`config.mk`:
```
export PLATFORM = sky130hd
export DESIGN_NAME = rv32_mem_arbiter
export DESIGN_NICKNAME = d
export VERILOG_FILES = /design/src/rtl/rv32_types.sv /design/src/rtl/rv32_mem_arbiter.sv
export SDC_FILE = /design/constraint.sdc
export NUM_CORES = 1
export LEC_CHECK = 0
export ABC_AREA = 0
export CAP_MARGIN = 10
export CORE_AREA = 2 2 106 108
export CTS_BUF_LIST = sky130_fd_sc_hd__clkbuf_8 sky130_fd_sc_hd__clkbuf_16
export CTS_CLUSTER_SIZE = 8
export DETAILED_ROUTE_END_ITERATION = 12
export DIE_AREA = 0 0 108 110
export GPL_ROUTABILITY_DRIVEN = 1
export PLACE_DENSITY = 0.8
export SETUP_SLACK_MARGIN = 0.05
export SYNTH_ARGS = -nofsm -noshare
export SYNTH_HDL_FRONTEND = slang
export SYNTH_SLANG_ARGS = --single-unit
```
`constraint.sdc`:
```
create_clock -name clk -period 2.7 [get_ports clk]
set_clock_uncertainty 0.15 [all_clocks]
set_input_delay 0.27 -clock clk [delete_from_list [all_inputs] [get_ports clk]]
set_output_delay 0.27 -clock clk [all_outputs]
set_load 0.03 [all_outputs]
```
`src/rtl/rv32_types.sv`:
```
// Shared types for the RV32 memory arbiter: FSM states, request owner,
// and the captured memory-request record with its reset value and
// fetch constructor.
package rv32_types;

  // Widest address/data the request record can carry; the arbiter's
  // ADDR_W/DATA_W parameters must not exceed these.
  localparam int unsigned RV_ADDR_W = 32;
  localparam int unsigned RV_DATA_W = 32;
  localparam int unsigned RV_BE_W   = RV_DATA_W / 8;

  typedef enum logic [1:0] {
    ST_IDLE = 2'd0,
    ST_REQ  = 2'd1,
    ST_RSP  = 2'd2
  } arb_state_e;

  typedef enum logic {
    OWN_FETCH = 1'b0,
    OWN_DATA  = 1'b1
  } arb_owner_e;

  typedef struct packed {
    logic                 we;
    logic [RV_BE_W-1:0]   be;
    logic [RV_ADDR_W-1:0] addr;
    logic [RV_DATA_W-1:0] wdata;
  } mem_req_t;

  localparam mem_req_t MEM_REQ_RESET = '{
    we:    1'b0,
    be:    {RV_BE_W{1'b0}},
    addr:  {RV_ADDR_W{1'b0}},
    wdata: {RV_DATA_W{1'b0}}
  };

  // A fetch is always a full-word read with no write data.
  function automatic mem_req_t fetch_req(input logic [RV_ADDR_W-1:0] addr);
    mem_req_t r;
    r.we    = 1'b0;
    r.be    = {RV_BE_W{1'b1}};
    r.addr  = addr;
    r.wdata = {RV_DATA_W{1'b0}};
    return r;
  endfunction

endpackage

```
`src/rtl/rv32_mem_arbiter.sv`:
```
// Two-requester (instruction fetch / data) arbiter in front of a
// single-port memory. One transaction in flight; data has priority
// unless a waiting fetch has been passed over STARVE_LIMIT times.
module rv32_mem_arbiter
  import rv32_types::*;
#(
  parameter int unsigned ADDR_W       = 32,
  parameter int unsigned DATA_W       = 32,
  parameter int unsigned STARVE_LIMIT = 4
) (
  input  logic                clk,
  input  logic                resetn,
  // instruction fetch port
  input  logic                if_req,
  input  logic [ADDR_W-1:0]   if_addr,
  output logic                if_gnt,
  output logic                if_rvalid,
  output logic [DATA_W-1:0]   if_rdata,
  // data port
  input  logic                d_req,
  input  logic                d_we,
  input  logic [DATA_W/8-1:0] d_be,
  input  logic [ADDR_W-1:0]   d_addr,
  input  logic [DATA_W-1:0]   d_wdata,
  output logic                d_gnt,
  output logic                d_rvalid,
  output logic [DATA_W-1:0]   d_rdata,
  // memory port
  output logic                mem_req,
  output logic                mem_we,
  output logic [DATA_W/8-1:0] mem_be,
  output logic [ADDR_W-1:0]   mem_addr,
  output logic [DATA_W-1:0]   mem_wdata,
  input  logic                mem_gnt,
  input  logic                mem_rvalid,
  input  logic [DATA_W-1:0]   mem_rdata
);

  localparam int unsigned    BE_W    = DATA_W / 8;
  localparam int unsigned    CNT_W   = $clog2(STARVE_LIMIT + 1);
  localparam logic [CNT_W-1:0] CNT_MAX = CNT_W'(STARVE_LIMIT);

  arb_state_e       state_q, state_d;
  arb_owner_e       owner_q, owner_d;
  mem_req_t         req_q, req_d;
  logic [CNT_W-1:0] starve_q, starve_d;
  logic             fetch_win_s, data_win_s, rsp_s;

  // Pick the winner in IDLE; grants are suppressed while reset is held.
  always_comb begin
    fetch_win_s = 1'b0;
    data_win_s  = 1'b0;
    if ((state_q == ST_IDLE) && resetn) begin
      if (if_req && (!d_req || (starve_q == CNT_MAX))) begin
        fetch_win_s = 1'b1;
      end else if (d_req) begin
        data_win_s = 1'b1;
      end else begin
        fetch_win_s = 1'b0;
        data_win_s  = 1'b0;
      end
    end else begin
      fetch_win_s = 1'b0;
      data_win_s  = 1'b0;
    end
  end

  assign if_gnt = fetch_win_s;
  assign d_gnt  = data_win_s;

  // Next-state, request capture and starvation bookkeeping.
  always_comb begin
    state_d  = state_q;
    owner_d  = owner_q;
    req_d    = req_q;
    starve_d = starve_q;
    case (state_q)
      ST_IDLE: begin
        if (fetch_win_s) begin
          owner_d  = OWN_FETCH;
          req_d    = fetch_req(RV_ADDR_W'(if_addr));
          starve_d = {CNT_W{1'b0}};
          state_d  = ST_REQ;
        end else if (data_win_s) begin
          owner_d     = OWN_DATA;
          req_d.we    = d_we;
          req_d.be    = RV_BE_W'(d_be);
          req_d.addr  = RV_ADDR_W'(d_addr);
          req_d.wdata = RV_DATA_W'(d_wdata);
          state_d     = ST_REQ;
          // only count data grants that actually made a fetch wait
          if (if_req && (starve_q != CNT_MAX)) begin
            starve_d = starve_q + CNT_W'(1'b1);
          end else begin
            starve_d = starve_q;
          end
        end else begin
          state_d = ST_IDLE;
        end
      end
      ST_REQ: begin
        if (mem_gnt) begin
          state_d = ST_RSP;
        end else begin
          state_d = ST_REQ;
        end
      end
      ST_RSP: begin
        if (mem_rvalid) begin
          state_d = ST_IDLE;
        end else begin
          state_d = ST_RSP;
        end
      end
      default: begin
        state_d = ST_IDLE;
      end
    endcase
  end

  // State, owner, captured request and starve counter registers.
  always_ff @(posedge clk or negedge resetn) begin
    if (!resetn) begin
      state_q  <= ST_IDLE;
      owner_q  <= OWN_FETCH;
      req_q    <= MEM_REQ_RESET;
      starve_q <= {CNT_W{1'b0}};
    end else begin
      state_q  <= state_d;
      owner_q  <= owner_d;
      req_q    <= req_d;
      starve_q <= starve_d;
    end
  end

  // Memory request fields come straight from registers.
  assign mem_req   = (state_q == ST_REQ);
  assign mem_we    = req_q.we;
  assign mem_be    = BE_W'(req_q.be);
  assign mem_addr  = ADDR_W'(req_q.addr);
  assign mem_wdata = DATA_W'(req_q.wdata);

  // Route the memory response to its owner only; rdata is zero otherwise.
  always_comb begin
    rsp_s     = (state_q == ST_RSP) && mem_rvalid;
    if_rvalid = rsp_s && (owner_q == OWN_FETCH);
    d_rvalid  = rsp_s && (owner_q == OWN_DATA);
    if (if_rvalid) begin
      if_rdata = mem_rdata;
    end else begin
      if_rdata = {DATA_W{1'b0}};
    end
    if (d_rvalid) begin
      d_rdata = mem_rdata;
    end else begin
      d_rdata = {DATA_W{1'b0}};
    end
  end

endmodule

```
### Word level (Yosys, flattened, before mapping)

Cells that the tools add are included.

* $add $sub $neg: 1
* multipliers: 0
* divide/modulo/power cells: 0
* $lt $le $gt $ge: 0
* equal/unequal tests: 4
* shifts and indexed selects: 0
* mux-type cells: 19
* bitwise gates (word level): 1
* reduce and logical (&&, ||, !) cells: 13

Operator list (number)
* $mux 69: 2
* $mux 32: 2
* $mux 1: 9
* $mux 3: 3
* $logic_and 1x1->1: 6
* $pmux 2 s3: 1
* $mux 2: 2
* $reduce_bool 2->1: 2
* $add 3x1->3 const B: 1
* $eq 3x3->1 const B: 1
* $ne 3x3->1 const B: 1
* $reduce_and 3->1: 1
* $eq 2x1->1 const B: 1
* $eq 2x2->1 const B: 1
* $logic_not 2->1: 1
* $reduce_and 2->1: 1
* $logic_not 1->1: 1
* $logic_or 1x1->1: 1
* $not 1->1: 1

* flip-flop bits (word level): 75
* latch bits: 0
* memory bits (writable): 0
* memory bits (read-only): 0
* input bits: 139
* output and inout port bits: 138
* word-level logic and storage cells: 45
* memories kept: 0

### Logic depth before layout (Yosys ltp)

* depth after elaboration: 8
* depth in mapped cells: 7

### Worst setup path before layout

No wires, ideal clock.

* kind: register to output
* start point: reg state_q[1]
* end point: out d_rdata[22]
* arrival time: 1.629 ns
* required time: 2.280 ns
* slack: 0.651 ns
* stages on the path, launching flop included: 5
* buffers on the path: 1
* cell sequence: dfrtp_1 > nand2_1 > nor3b_1 > clkbuf_1 > and2_1

* word-level cells in the longest chain between the ends: 4

Ends and longest elaborated chain
* start, declared: line rv32_mem_arbiter.sv:43 `arb_state_e state_q, state_d;`
* start signal, assigned: line rv32_mem_arbiter.sv:129 `state_q <= state_d;`
* $eq 2x2->1: line rv32_mem_arbiter.sv:145 `rsp_s = (state_q == ST_RSP) && mem_rvalid;`
* $logic_and 1x1->1: line rv32_mem_arbiter.sv:145
* $logic_and 1x1->1: line rv32_mem_arbiter.sv:147 `d_rvalid = rsp_s && (owner_q == OWN_DATA);`
* via d_rvalid: line rv32_mem_arbiter.sv:26 `output logic d_rvalid,`
* $mux 32: line rv32_mem_arbiter.sv:153 `if (d_rvalid) begin`
* end, declared: line rv32_mem_arbiter.sv:27 `output logic [DATA_W-1:0] d_rdata,`

The timed path passes the listed nets, and every way through them passes these cells.

### Worst setup path in the final report

* start point: reg state_q[0]
* end point: out if_rdata[3]

* word-level cells in the longest chain between the ends: 4

Ends and longest elaborated chain
* $eq 2x2->1: line rv32_mem_arbiter.sv:145
* $logic_and 1x1->1: line rv32_mem_arbiter.sv:145
* $logic_and 1x1->1: line rv32_mem_arbiter.sv:146 `if_rvalid = rsp_s && (owner_q == OWN_FETCH);`
* $mux 32: line rv32_mem_arbiter.sv:148 `if (if_rvalid) begin`
* end, declared: line rv32_mem_arbiter.sv:18 `output logic [DATA_W-1:0] if_rdata,`

Every way passes these cells.

==> flow_metrics.tcl <==
set metrics [dict create \
    worst_skew_pair.late_latency_ps 350 \
    dr.pass1.iters 4 \
    residual_drc_count 0 \
    cellPowerDensity_mw_per_mm2 879 \
    cts_tree "built" \
    gr-total-overflow 0 \
    portBuffers 276 \
    post_detailed_route_count_of_antenna_violating_nets 0 \
    synthDistinctLibCells 26 \
    timing.final.max_slew_violations 0 \
    synthesis.area_per_instance_um2 11.9 \
    antenna_found_initial 0 \
    io_pins 277 \
    floorplan.core_area_mm2 0.0107 \
    vias 3558 \
    setup.worst_path.start "state_q[0]$_DFF_PN0_" \
    number_of_synthesized_flops_with_an_enable_pin 0 \
    finish.utilization 0.634 \
    worst_setup_path_start_kind "flop" \
    synth_seq_cells 75 \
    hold_path_class "input port to async pin" \
    synth.cells.most_frequent "75 x dfrtp_1, 65 x and2_1, 34 x a22o_1, 32 x nand3b_1, 26 x o221a_1" \
    timing.max_slew.rel_slack 0.561 \
    cell_by_cell_listing_of_the_critical_path "nor3_2 > buf_12 > and2_1 > clkdlybuf4s50_1" \
    crit_family "buffers and inverters" \
    htree_num_levels 3 \
    wire_length_of_the_first_global_routing_pass_um 19600 \
    setup_total_negative_slack_ps 0 \
    max_stage_delay_ps 680 \
    r2r-start "state_q[0]$_DFF_PN0_" \
    clock-root-buffer "clkbuf_8" \
    grt_setup_unrepaired "false" \
    first_iter_violations 193 \
    place.detailed.hpwl_um 9610 \
    regToRegEndpoint "mem_addr[10]$_DFFE_PN0P_" \
    number_of_nets_at_the_end_of_the_flow 712 \
    die_height_um 110 \
    worstMarginPinSlew_ps 659 \
    cellLeakagePower_nw 3.27 \
    yosys.area.top_type_share 0.527 \
    postCtsSetupBuffers 0 \
    layout.filler_cells 831 \
    syn_area_mm2 0.00356 \
    async_set_or_reset_flop_fraction_in_the_synthesized_netlist 1.00 \
    finalSetupViolations 0 \
    setup.worst_path.end "if_rdata[3]" \
    clockBufferDepth 2 \
    setup.worst_path.end_class "output pin" \
    timing.critical_path.fanout_max 33 \
    clock_sinks 75 \
    path_clk_slew_ps 80 \
    synth_area_leader_cell "dfrtp_1" \
    netlist_instances 299 \
    achievable-frequency_mhz 395 \
    status "finished, final reports clean" \
    worst_ep_arrival_time_ps 2110 \
    hold_viol 0 \
    timing.critical_path.depth 4 \
    route.final.wire_length_um 13300 \
    post-synth-top-count-cell "dfrtp_1" \
    maximum_number_of_pins_on_one_net_before_global_route_repair 53 \
    place_congestion 0.769 \
    fp.dieArea_mm2 0.0119 \
    initial_utilization 0.333 \
    layout_worst_path_cycle_share 0.937 \
    cts_made_buffers 9 \
    syn2layout_area_growth_pct 90.4 \
    vdd_drop_max_mv 0.465 \
    routedWlPerCell_um 18.5 \
    vias_per_cell 4.97 \
    grt_util_all_layers 0.215 \
    path_class "flop to output pin" \
    first_global_vias 3745 \
    total_power_mw 5.96 \
    synth_area_leaders "dfrtp_1 53%, and2_1 11%, a22o_1 8.4%" \
    ys_warn_count 0 \
    required_ps 2280 \
    cp_num_buf_inv 2 \
    dominantRegCellSynth "dfrtp_1" \
    synth_seq_area_share 0.527 \
    final_period_minus_worst_setup_slack_ps 2530 \
    cap_violations 0 \
    worst_path_max_delay_cell "clkdlybuf4s50_1" \
    layout-drive-gt1-share 0.0729 \
    r2r_setup_slack_ps 770 \
    number_of_placement_rows 38 \
    postSynthNetCount 440 \
    worstRegToRegCells 4 \
    antenna_diode_instance_count 0 \
    die_x_um 108 \
]
-- repair_timing --
| item | CTS | global route |
|---|---|---|
| endpoints found under the hold margin | 23 | 0 |
| gates resized for setup | 0 | 33 |
| hold buffers | 2 | 0 |
| setup endpoints to repair | 0 | 33 |
-- report_power, final --
part           switching (mW)  total (mW)  internal (mW)
Clock                   0.435       0.860          0.425
Sequential              0.269        1.84           1.57
Combinational            1.76        3.26           1.50
Total                    2.46        5.96           3.50
-- per-layer routing --
metal  share of wire  up-vias  wire length (µm)  global-route usage
met5               0        -                 0                   0
met4           0.025        0               332              0.0971
met3            0.10       25              1380              0.0623
met2            0.48      199              6420               0.365
met1            0.39     1684              5120               0.254
li1                -     1650                 -                   -
-- through the flow --
stage	hold slack [ps]	instance area (µm²)	setup WS [ps]	instances
after floorplan	-176	3560	651	299
after global placement	64.0	6480	178	698
after detailed placement	72.2	6480	166	698
after CTS	302	6700	88.5	716
after global routing	311	6780	60.3	716
final	296	6780	170	716
-- how the worst min path moves through the flow --
stage / cells past startpoint / startpoint / to / slack (ps)
finish: 3 / resetn / starve_q[2]$_DFFE_PN0P_ / 300
global route: 3 / resetn / owner_q$_DFFE_PN0P_ / 310
CTS: 3 / resetn / mem_addr[12]$_DFFE_PN0P_ / 300
floorplan: 0 / resetn / mem_addr[0]$_DFFE_PN0P_ / -180
detailed placement: 1 / resetn / starve_q[2]$_DFFE_PN0P_ / 70
global placement: 1 / resetn / starve_q[2]$_DFFE_PN0P_ / 60
-- flip-flops by register name, summed over array words and instances (netlist names) --
register,count
mem_we,1
mem_wdata,32
owner_q,1
state_q,2
mem_addr,32
starve_q,3
mem_be,4
-- area by class of cell --
type	instances	area, µm²	share of cell area
timing repair buffer	288	2990	0.441
sequential	75	1880	0.277
multi-input combinational	193	1530	0.226
tap	140	175	0.0258
clock buffer	9	124	0.0183
clock inverter	7	67.6	0.00996
inverter	4	15.0	0.00221
-- worst register-to-register path, cell delays in order, from the launching register on --
cell and delay [ps]:
dfrtp_1 450, and4bb_1 380, or2_1 410, buf_12 240
o221a_1 230
-- logic make-up after synthesis --
| group | count (synthesis) | share of synthesized area |
|---|---|---|
| AND/OR/NAND/NOR | 115 | 0.214 |
| AO/OA/AOI/OAI | 75 | 0.203 |
| flip-flops | 75 | 0.527 |
| buffers and inverters | 31 | 0.0464 |
| adder cells (fa/ha/maj) | 2 | 0.00702 |
| multiplexers | 1 | 0.00316 |
-- cells in the final DEF, fill, tap and decap left out --
cell	netlist	routed
nand3b_1	32	32
and4bb_1	2	2
or2b_1	2	2
or2_1	1	1
bufinv_16	0	1
inv_1	3	3
nand2_1	3	3
clkbuf_8	0	9
o22a_1	4	4
nor3_2	0	1
nor3b_1	2	1
dlygate4sd3_1	0	1
nand4bb_1	1	1
o221a_2	6	6
inv_6	0	1
nor2_1	4	3
buf_4	0	9
clkdlybuf4s50_1	0	240
nand3_1	2	2
o221a_1	26	26
a22o_1	34	34
inv_2	1	1
buf_12	0	5
ha_1	2	2
and2_1	65	65
a21bo_2	1	1
nor2_2	0	1
dlymetal6s2s_1	0	33
o21ai_0	4	4
clkinv_2	0	4
nor3b_2	0	1
clkinv_4	0	1
dfrtp_1	75	75
mux2_2	1	1
No activity file was read; power rests on OpenSTA's default activity.
